$ cat src/rtl/sv_uart_rx_engine_if.sv
// Word-stream handshake bundle for the UART receive engine.
// The master drives tdata/tvalid and the slave drives tready.
interface sv_uart_rx_engine_if #(
    parameter int DATA_WIDTH = 24
) ();
    logic [DATA_WIDTH-1:0] tdata;
    logic                  tvalid;
    logic                  tready;

    modport master (output tdata, output tvalid, input tready);
    modport slave  (input tdata, input tvalid, output tready);
endinterface

$ cat src/rtl/sv_uart_rx_engine.sv
// 8N1 UART receiver that packs WORDS_NUM bytes, first byte most significant, into one stream word.
// Reports framing, inter-byte timeout and overrun events as single-cycle pulses.
module sv_uart_rx_engine #(
    parameter int DATA_WIDTH   = 24,
    parameter int RX_PIPE      = 5,
    parameter int TIMEOUT_BITS = 20
) (
    input  logic                       iclk,
    input  logic                       irst,
    input  logic                       irx,
    input  logic [15:0]                idivider,
    sv_uart_rx_engine_if.master        m_axis,
    output logic                       oframe_err,
    output logic                       otimeout,
    output logic                       ooverrun
);
    localparam int WORDS_NUM = DATA_WIDTH / 8;
    localparam int CNT_W     = $clog2(WORDS_NUM + 1);
    localparam int TO_W      = $clog2(TIMEOUT_BITS + 1);
    localparam logic [CNT_W-1:0] LAST_BYTE   = CNT_W'(WORDS_NUM - 1);
    localparam logic [TO_W-1:0]  LAST_PERIOD = TO_W'(TIMEOUT_BITS - 1);

    typedef enum logic [2:0] {IDLE, START, DATA, STOP, BREAK_WAIT} state_t;

    state_t                  state;
    logic [RX_PIPE-1:0]      sync_q;
    logic                    rxs;
    logic [15:0]             d_eff;
    logic [15:0]             div_q;
    logic [15:0]             timer;
    logic [2:0]              bit_cnt;
    logic [7:0]              byte_sr;
    logic [DATA_WIDTH-9:0]   word_sr;
    logic [CNT_W-1:0]        byte_cnt;
    logic [15:0]             to_cyc;
    logic [TO_W-1:0]         to_bits;
    logic                    word_done;
    logic [DATA_WIDTH-1:0]   next_word;

    // Synchroniser resets to the idle (high) line level so reset never looks like a start bit.
    always_ff @(posedge iclk) begin
        if (irst) sync_q <= '1;
        else      sync_q <= {sync_q[RX_PIPE-2:0], irx};
    end

    assign rxs       = sync_q[RX_PIPE-1];
    assign d_eff     = (idivider < 16'd4) ? 16'd4 : idivider;
    assign next_word = {word_sr, byte_sr};
    assign word_done = (state == STOP) && (timer == 16'd0) && rxs && (byte_cnt == LAST_BYTE);

    // NOTE: all sequential state uses non-blocking assignments so every register sees pre-edge values.
    always_ff @(posedge iclk) begin
        if (irst) begin
            state      <= IDLE;
            div_q      <= '0;
            timer      <= '0;
            bit_cnt    <= '0;
            byte_sr    <= '0;
            word_sr    <= '0;
            byte_cnt   <= '0;
            to_cyc     <= '0;
            to_bits    <= '0;
            oframe_err <= 1'b0;
            otimeout   <= 1'b0;
        end else begin
            oframe_err <= 1'b0;
            otimeout   <= 1'b0;
            case (state)
                IDLE: begin
                    // A start edge takes priority over a timeout expiring in the same cycle.
                    if (!rxs) begin
                        state   <= START;
                        div_q   <= d_eff;
                        timer   <= (d_eff >> 1) - 16'd1;
                        to_cyc  <= '0;
                        to_bits <= '0;
                    end else if (byte_cnt != '0) begin
                        if (to_cyc >= div_q - 16'd1) begin
                            to_cyc <= '0;
                            if (to_bits == LAST_PERIOD) begin
                                otimeout <= 1'b1;
                                byte_cnt <= '0;
                                to_bits  <= '0;
                            end else begin
                                to_bits <= to_bits + 1'b1;
                            end
                        end else begin
                            to_cyc <= to_cyc + 16'd1;
                        end
                    end
                end
                START: begin
                    if (timer == 16'd0) begin
                        if (!rxs) begin
                            state   <= DATA;
                            timer   <= div_q - 16'd1;
                            bit_cnt <= '0;
                        end else begin
                            state <= IDLE;
                        end
                    end else begin
                        timer <= timer - 16'd1;
                    end
                end
                DATA: begin
                    if (timer == 16'd0) begin
                        byte_sr <= {rxs, byte_sr[7:1]};
                        timer   <= div_q - 16'd1;
                        if (bit_cnt == 3'd7) state <= STOP;
                        else                 bit_cnt <= bit_cnt + 3'd1;
                    end else begin
                        timer <= timer - 16'd1;
                    end
                end
                STOP: begin
                    if (timer == 16'd0) begin
                        if (rxs) begin
                            word_sr  <= next_word[DATA_WIDTH-9:0];
                            byte_cnt <= (byte_cnt == LAST_BYTE) ? '0 : byte_cnt + 1'b1;
                            state    <= IDLE;
                        end else begin
                            oframe_err <= 1'b1;
                            byte_cnt   <= '0;
                            state      <= BREAK_WAIT;
                        end
                    end else begin
                        timer <= timer - 16'd1;
                    end
                end
                BREAK_WAIT: begin
                    if (rxs) state <= IDLE;
                end
                default: state <= IDLE;
            endcase
        end
    end

    // Output holding register; a completed word is dropped rather than overwriting an unaccepted one.
    always_ff @(posedge iclk) begin
        if (irst) begin
            m_axis.tdata  <= '0;
            m_axis.tvalid <= 1'b0;
            ooverrun      <= 1'b0;
        end else begin
            ooverrun <= 1'b0;
            if (word_done) begin
                if (!m_axis.tvalid || m_axis.tready) begin
                    m_axis.tdata  <= next_word;
                    m_axis.tvalid <= 1'b1;
                end else begin
                    ooverrun <= 1'b1;
                end
            end else if (m_axis.tvalid && m_axis.tready) begin
                m_axis.tvalid <= 1'b0;
            end
        end
    end
endmodule

$ cat src/flat_wrapper.sv
// flat-port wrapper written by rule: the top's interface ports become plain ports
module sv_uart_rx_engine_flat 
#(
    parameter int DATA_WIDTH   = 24,
    parameter int RX_PIPE      = 5,
    parameter int TIMEOUT_BITS = 20
)
  (iclk, irst, irx, idivider, oframe_err, otimeout, ooverrun, m_axis_tdata, m_axis_tvalid, m_axis_tready);
  sv_uart_rx_engine_if #(.DATA_WIDTH(DATA_WIDTH)) m_axis_i ();
  input  logic iclk;
  input  logic irst;
  input  logic irx;
  input  logic [15:0] idivider;
  output logic oframe_err;
  output logic otimeout;
  output logic ooverrun;
  output wire logic [$bits(m_axis_i.tdata)-1:0] m_axis_tdata;
  output wire logic [$bits(m_axis_i.tvalid)-1:0] m_axis_tvalid;
  input wire logic [$bits(m_axis_i.tready)-1:0] m_axis_tready;
  assign m_axis_tdata = m_axis_i.tdata;
  assign m_axis_tvalid = m_axis_i.tvalid;
  assign m_axis_i.tready = m_axis_tready;
  sv_uart_rx_engine #(.DATA_WIDTH(DATA_WIDTH), .RX_PIPE(RX_PIPE), .TIMEOUT_BITS(TIMEOUT_BITS)) u_core (.iclk(iclk), .irst(irst), .irx(irx), .idivider(idivider), .m_axis(m_axis_i), .oframe_err(oframe_err), .otimeout(otimeout), .ooverrun(ooverrun));
endmodule
$ cat config.mk
export PLATFORM = sky130hd
export DESIGN_NAME = sv_uart_rx_engine_flat
export DESIGN_NICKNAME = d
export VERILOG_FILES = /design/src/rtl/sv_uart_rx_engine_if.sv /design/src/rtl/sv_uart_rx_engine.sv /design/src/flat_wrapper.sv
export SDC_FILE = /design/constraint.sdc
export NUM_CORES = 1
export LEC_CHECK = 0
export CORE_AREA = 2 2 126 128
export DETAILED_ROUTE_END_ITERATION = 10
export DIE_AREA = 0 0 128 130
export DONT_BUFFER_PORTS = 1
export GPL_TIMING_DRIVEN = 0
export PLACE_DENSITY_LB_ADDON = 0.25
export SLEW_MARGIN = 10
export SYNTH_ARGS = -nofsm -noshare
export SYNTH_HDL_FRONTEND = slang
export SYNTH_SLANG_ARGS = --single-unit
export TNS_END_PERCENT = 100
$ cat constraint.sdc
create_clock -name iclk -period 11.05 [get_ports iclk]
set_input_delay 1.6575 -clock iclk [delete_from_list [all_inputs] [get_ports iclk]]
set_output_delay 1.6575 -clock iclk [all_outputs]
set_load 0.03 [all_outputs]
=== After elaboration in Yosys (flattened, before gate mapping) ===
Index checks and enable logic that the tools add are counted.

* Memories: 0
* Bits of input ports: 20
* Logic and storage cells: 124
* Output and inout bits: 28
* Flip-flop bits (word level): 118
* Latch bits: 0
* Bits in read-only memories: 0
* Memory bits (writable): 0

* Mux-type cells: 42
* Shifts and indexed selects: 0
* Magnitude comparators: 2
* Bitwise logic cells: 7
* Equal/unequal tests: 24
* Div/mod/pow operators: 0
* $mul: 0
* Reductions and logical operators: 27
* $add $sub $neg: 7

{| class="wikitable"
|+ Operator list
! kind !! number
|-
| 2-to-1 mux 16 bit || 9
|-
| one-hot mux 16 bit (4 select lines) || 1
|-
| 2-to-1 mux 3 bit || 11
|-
| subtractor 16 x 1 -> 16 bit (second input constant) || 2
|-
| 2-to-1 mux 5 bit || 4
|-
| adder 16 x 1 -> 16 bit (second input constant) || 1
|-
| >= comparator 16 bit || 1
|-
| logical NOT 16 bit || 1
|-
| less-than comparator 16 x 3 -> 1 bit (second input constant) || 1
|-
| 2-to-1 mux 2 bit || 8
|-
| != test 2 x 1 -> 1 bit (second input constant) || 8
|-
| != test 2 bit (second input constant) || 8
|-
| subtractor 15 x 1 -> 16 bit (second input constant) || 1
|-
| one-hot mux 3 bit (5 select lines) || 1
|-
| AND reduction 6 bit || 2
|-
| AND reduction 2 bit || 5
|-
| nonzero test 2 bit || 4
|-
| NOT 1 bit || 7
|-
| == test 3 x 2 -> 1 bit (second input constant) || 2
|-
| == test 3 bit (second input constant) || 2
|-
| 2-to-1 mux 1 bit || 6
|-
| one-hot mux 3 bit (2 select lines) || 1
|-
| AND reduction 3 bit || 2
|-
| adder 5 x 1 -> 5 bit (second input constant) || 1
|-
| other kinds (17) || 20
|}

=== Longest topological paths before layout ===
* Depth after elaboration: 6
* Gate-level depth with buffers: 15
* Depth with buffers taken out: 14

=== Worst setup path before layout ===
No wires, ideal clock.

* Kind: input-to-reg
* From: input port idivider[5]
* To: register u_core.timer[10]
* Data required time: 10,916 ps
* Stages on the path: 10
* Path buffers: 0
* Arrival time: 3,466 ps
* Path slack: 7,450 ps
* Library setup time: 134 ps
* Cell sequence: nor3_2 -> nand4_1 -> o21ai_0 -> ha_1 -> nand3_1 -> nor3_1 -> xnor2_1 -> o32ai_1 -> a21oi_1 -> o32ai_1

* Longest elaborated chain between the ends: 5

{| class="wikitable"
|+ RTL lines
! item !! RTL line !! text
|-
| from (decl) || flat_wrapper.sv:13 || <nowiki>input logic [15:0] idivider;</nowiki>
|-
| less-than comparator 16 x 3 -> 1 bit || sv_uart_rx_engine.sv:47 || <nowiki>assign d_eff = (idivider < 16'd4) ? 16'd4 : idivider;</nowiki>
|-
| 2-to-1 mux 16 bit (*) || sv_uart_rx_engine.sv:47 ||
|-
| subtractor 15 x 1 -> 16 bit (*) || sv_uart_rx_engine.sv:74 || <nowiki>timer <= (d_eff >> 1) - 16'd1;</nowiki>
|-
| 2-to-1 mux 16 bit (*) || sv_uart_rx_engine.sv:71 || <nowiki>if (!rxs) begin</nowiki>
|-
| one-hot mux 16 bit (4 select lines) (*) || sv_uart_rx_engine.sv:68 || <nowiki>case (state)</nowiki>
|-
| to (signal assigned) || sv_uart_rx_engine.sv:74 ||
|-
| to (signal assigned) || sv_uart_rx_engine.sv:96 || <nowiki>timer <= div_q - 16'd1;</nowiki>
|-
| to (signal assigned) || sv_uart_rx_engine.sv:102 || <nowiki>timer <= timer - 16'd1;</nowiki>
|-
| to (decl) || sv_uart_rx_engine.sv:30 || <nowiki>logic [15:0] timer;</nowiki>
|}

Every way passes the cells marked *; elsewhere a longest branch is shown, timed or not. The select of a mux whose other input is x is not followed.
A chain may end at the register's enable or synchronous reset.

=== Worst setup path in the final report ===
* From: register u_core.div_q[0]
* To: register u_core.to_cyc[11]

* Longest elaborated chain between the ends: 5

{| class="wikitable"
|+ RTL lines
! item !! RTL line !! text
|-
| from (decl) || sv_uart_rx_engine.sv:29 || <nowiki>logic [15:0] div_q;</nowiki>
|-
| from (signal assigned) || sv_uart_rx_engine.sv:55 || <nowiki>div_q <= '0;</nowiki>
|-
| from (signal assigned) || sv_uart_rx_engine.sv:73 || <nowiki>div_q <= d_eff;</nowiki>
|-
| subtractor 16 x 1 -> 16 bit || sv_uart_rx_engine.sv:78 || <nowiki>if (to_cyc >= div_q - 16'd1) begin</nowiki>
|-
| >= comparator 16 bit || sv_uart_rx_engine.sv:78 ||
|-
| 2-to-1 mux 16 bit || sv_uart_rx_engine.sv:78 ||
|-
| 2-to-1 mux 16 bit || sv_uart_rx_engine.sv:77 || <nowiki>end else if (byte_cnt != '0) begin</nowiki>
|-
| 2-to-1 mux 16 bit || sv_uart_rx_engine.sv:71 ||
|-
| to (signal assigned) || sv_uart_rx_engine.sv:88 || <nowiki>to_cyc <= to_cyc + 16'd1;</nowiki>
|-
| to (decl) || sv_uart_rx_engine.sv:35 || <nowiki>logic [15:0] to_cyc;</nowiki>
|}

Every way passes these cells. The select of a mux whose other input is x is not followed.

==> summary.txt <==
Status = finished clean
Ys Warns = 0
Pre-antenna DRT Iters = 5
Sequential Area = 0.002362 mm2
Ys async rst share = 0%
Vias/cell = 5.627
Overall Power = 1.049 mW
Routed WL per cell = 16.88 um
Final GP Congestion = 0.9046
Switching share of power = 23.57%
Post_cts resized = 0
Synth area leaders = dfxtp_1 39%, nand2_1 6.4%, a21oi_1 5.5%
Clk slew on worst S/H paths = 0.06 ns
Internal power consumption = 0.8020 mW
Leading area contributor after synthesis = dfxtp_1
Clock Path Buffers = 2
Clock buffer count from CTS = 17
Die ar. = 0.01664 mm2
Pin count of the biggest net entering global routing = 17
Post-Syn Instances = 732
Num rows = 46
Vias in the first global route = 5196
Synth-to-layout area growth = 14.23%
Worst-margin pin slew = 0.9336 ns
Via count of the routed design = 5379
Total track usage = 20.12%
Worst Reg-to-Reg Cells = 15
Unrepaired setup endpoints after global routing = false
Clock sink total = 118
Critical setup path kind = register to register
Static leakage = 2.656 nW
Clock power share = 55.3%
Seq cells post-synth = 118
Layout cells sized above 1 = 8.115%
Post-synth EDFFs = 0
# DRC = 0
Area occupied by multi-input gates = 0.003423 mm2
Fin Setup TNS = 0 ns
Setup crit end = u_core.to_cyc[11]$_SDFFE_PP0P_
Fill cells = 1541
Final Hold Fails = 0
Worst path required time = 11.40 ns
Worst setup EP type = register
Count of cell types in the netlist = 62
Later-pin clock latency in the skew report = 0.42 ns
N_diodes = 0
Total wire length = 16.14 mm
Post-CTS setup buffers = 0
Crit path from = u_core.div_q[0]$_SDFFE_PP0P_
Maxcap violations = 0
Pwr dens = 152.6 mW/mm2
Tcrit/Tclk final = 39.92%
First-pass GRT wire length = 26.31 mm
Die Y = 130 um
Syn_nets = 776
Reg2Reg Setup Slack = 6.64 ns
Relative max-transition margin = 37.08%
Comb pwr share = 3.9%
Sequential fraction of the synthesis area = 39.23%
Reg2reg start = u_core.div_q[0]$_SDFFE_PP0P_
Max-slew violation count = 0
H-tree depth = 4
I/O Buffers = 0
Die Wd = 128 um
Critical path arrival = 4.76 ns
Mean Syn Cell Area = 8.227 um2
Worst min path class = register to register
Crit Path Max Fanout = 10
Setup violators final = 0
Post-Syn Area = 0.006022 mm2
Top_reg_cell synth = dfxtp_1
Initial antenna violation count = 0
R2r endpoint = u_core.to_cyc[11]$_SDFFE_PP0P_
Clock skew = 0.01013 ns
Gr ovfl total = 0
CTS root buf = clkbuf_16
Top Ports = 48
Fin crit period = 4.412 ns
# nets final = 795
Initial Utilization = 39.04%
Sequential power share = 40.8%
Synth top area share = 39.23%
# hold bufs at CTS = 0
Iter 0 DRT Violations = 399
CTS tree = yes
Achievable Freq = 226.7 MHz
DP HPWL = 11.99 mm
Switching pwr = 0.2474 mW
CP Launch Type = register
Worst IR drop on VDD = 0.1125 mV
Routed Antenna Nets = 0
Total core area = 0.01542 mm2
[area by class of cell]
type,count,share of cell area [%]
inverter,17,0.9276
clock buffer,17,6.184
clock inverter,15,2.783
buffer,34,2.510
multi-input combinational,563,49.76
tap,192,3.492
sequential,118,34.34
[sequential cells by signal, summed over array words and instances (netlist names), 2 cells and up]
signal               flops
u_core.to_cyc           16
u_core.byte_sr           8
u_core.to_bits           5
u_core.byte_cnt          2
u_core.word_sr          16
u_core.div_q            16
u_core.state             3
u_core.bit_cnt           3
u_core.sync_q            5
u_core.m_axis.tdata     24
u_core.timer            16
[placed cells by master, fill, tap and decap left out, types with 15 or more instances in the layout]
cell       Yosys  final
nand2_1      103    103
mux2i_1       28     28
nand3_1       22     22
clkbuf_16      0     17
o21ai_0       16     16
xor2_1        15     15
inv_1         17     17
ha_1          24     24
clkbuf_1      24     24
a21oi_1       66     66
xnor2_1       24     24
o22ai_1       16     16
dfxtp_1      118    118
nor2_1        87     87
nor3_1        17     17
[power by group through the flow]
stage,Sequential [mW],Combinational (mW),Clock [mW]
3_3_place_gp,0.438,0.0394,0
4_1_cts,0.428,0.0403,0.589
3_5_place_dp,0.438,0.0402,0
2_1_floorplan,0.437,0.0284,0
6_report,0.429,0.0410,0.580
5_1_grt,0.429,0.0449,0.607
[synthesized netlist by cell type, types with 4 or more instances]
cell type	n
a21o_1	5
o22ai_1	16
nand3_1	22
nor4_1	13
or2_2	9
inv_1	17
nand3b_1	5
and3_1	5
a211oi_1	8
dfxtp_1	118
xnor2_1	24
or3_1	4
nor3_1	17
ha_1	24
nand4_1	14
a21oi_1	66
mux2i_1	28
nand2b_1	6
nor2_1	87
nand2_1	103
o21ai_1	8
a31oi_1	5
o21ai_0	16
xor2_1	15
buf_6	5
clkbuf_1	24
o32ai_1	7
nor3b_1	9
nor2b_1	5
or4_1	4
[routing by layer]
layer | share of wire, % | global-route usage, % | wire [um]
met1 | 45 | 25.55 | 7322
met2 | 47 | 33.06 | 7630
met3 | 5.1 | 5.125 | 827
met4 | 2.2 | 7.757 | 358
met5 | 0 | 0 | 0
[critical path, cell delays in order (launching register included)]
cell,delay (ns)
dfxtp_1,0.38
inv_1,0.11
ha_1,0.21
or4b_1,0.51
nand2b_1,0.22
nor3b_1,0.29
xnor2_1,0.26
ha_1,0.34
a21o_1,0.20
a21oi_1,0.33
nand3_1,0.12
nor3_1,0.46
nor2_1,0.24
or2_2,0.37
buf_2,0.20
nor2_1,0.11
[logic make-up after synthesis]
logic type | Yosys count | share of synthesized area (%)
xor gates and xnor gates | 39 | 5.672
AOI/OAI and AO/OA | 153 | 15.77
buffers and inverters | 51 | 3.927
and+or+nand+nor | 319 | 25.76
adders and majority gates | 24 | 4.987
DFF | 118 | 39.23
muxes | 28 | 4.654
[stage by stage]
stage               utilization [%]  std cells  hold slack (ns)  worst slack [ns]  area [um2]
finish                        44.60        956           0.4054             6.638        6879
global route                  44.60        956           0.4227             6.223        6879
CTS                           44.60        956           0.4075             6.624        6879
detailed placement            40.60        924           0.3933             6.632        6262
global placement              40.60        924           0.3920             6.747        6262
floorplan                         -        732           0.3895             7.450        6022
[worst min path at each step]
stage	from	slack (ns)	end	depth (start not counted)
finish	u_core.sync_q[2]$_SDFF_PP1_	0.41	u_core.sync_q[3]$_SDFF_PP1_	1
global route	u_core.sync_q[3]$_SDFF_PP1_	0.42	u_core.sync_q[4]$_SDFF_PP1_	1
CTS	u_core.sync_q[2]$_SDFF_PP1_	0.41	u_core.sync_q[3]$_SDFF_PP1_	1
detailed placement	u_core.sync_q[2]$_SDFF_PP1_	0.39	u_core.sync_q[3]$_SDFF_PP1_	1
global placement	u_core.sync_q[3]$_SDFF_PP1_	0.39	u_core.sync_q[4]$_SDFF_PP1_	1
floorplan	u_core.sync_q[0]$_SDFF_PP1_	0.39	u_core.sync_q[1]$_SDFF_PP1_	1
(Power assumes the default switching activity.)
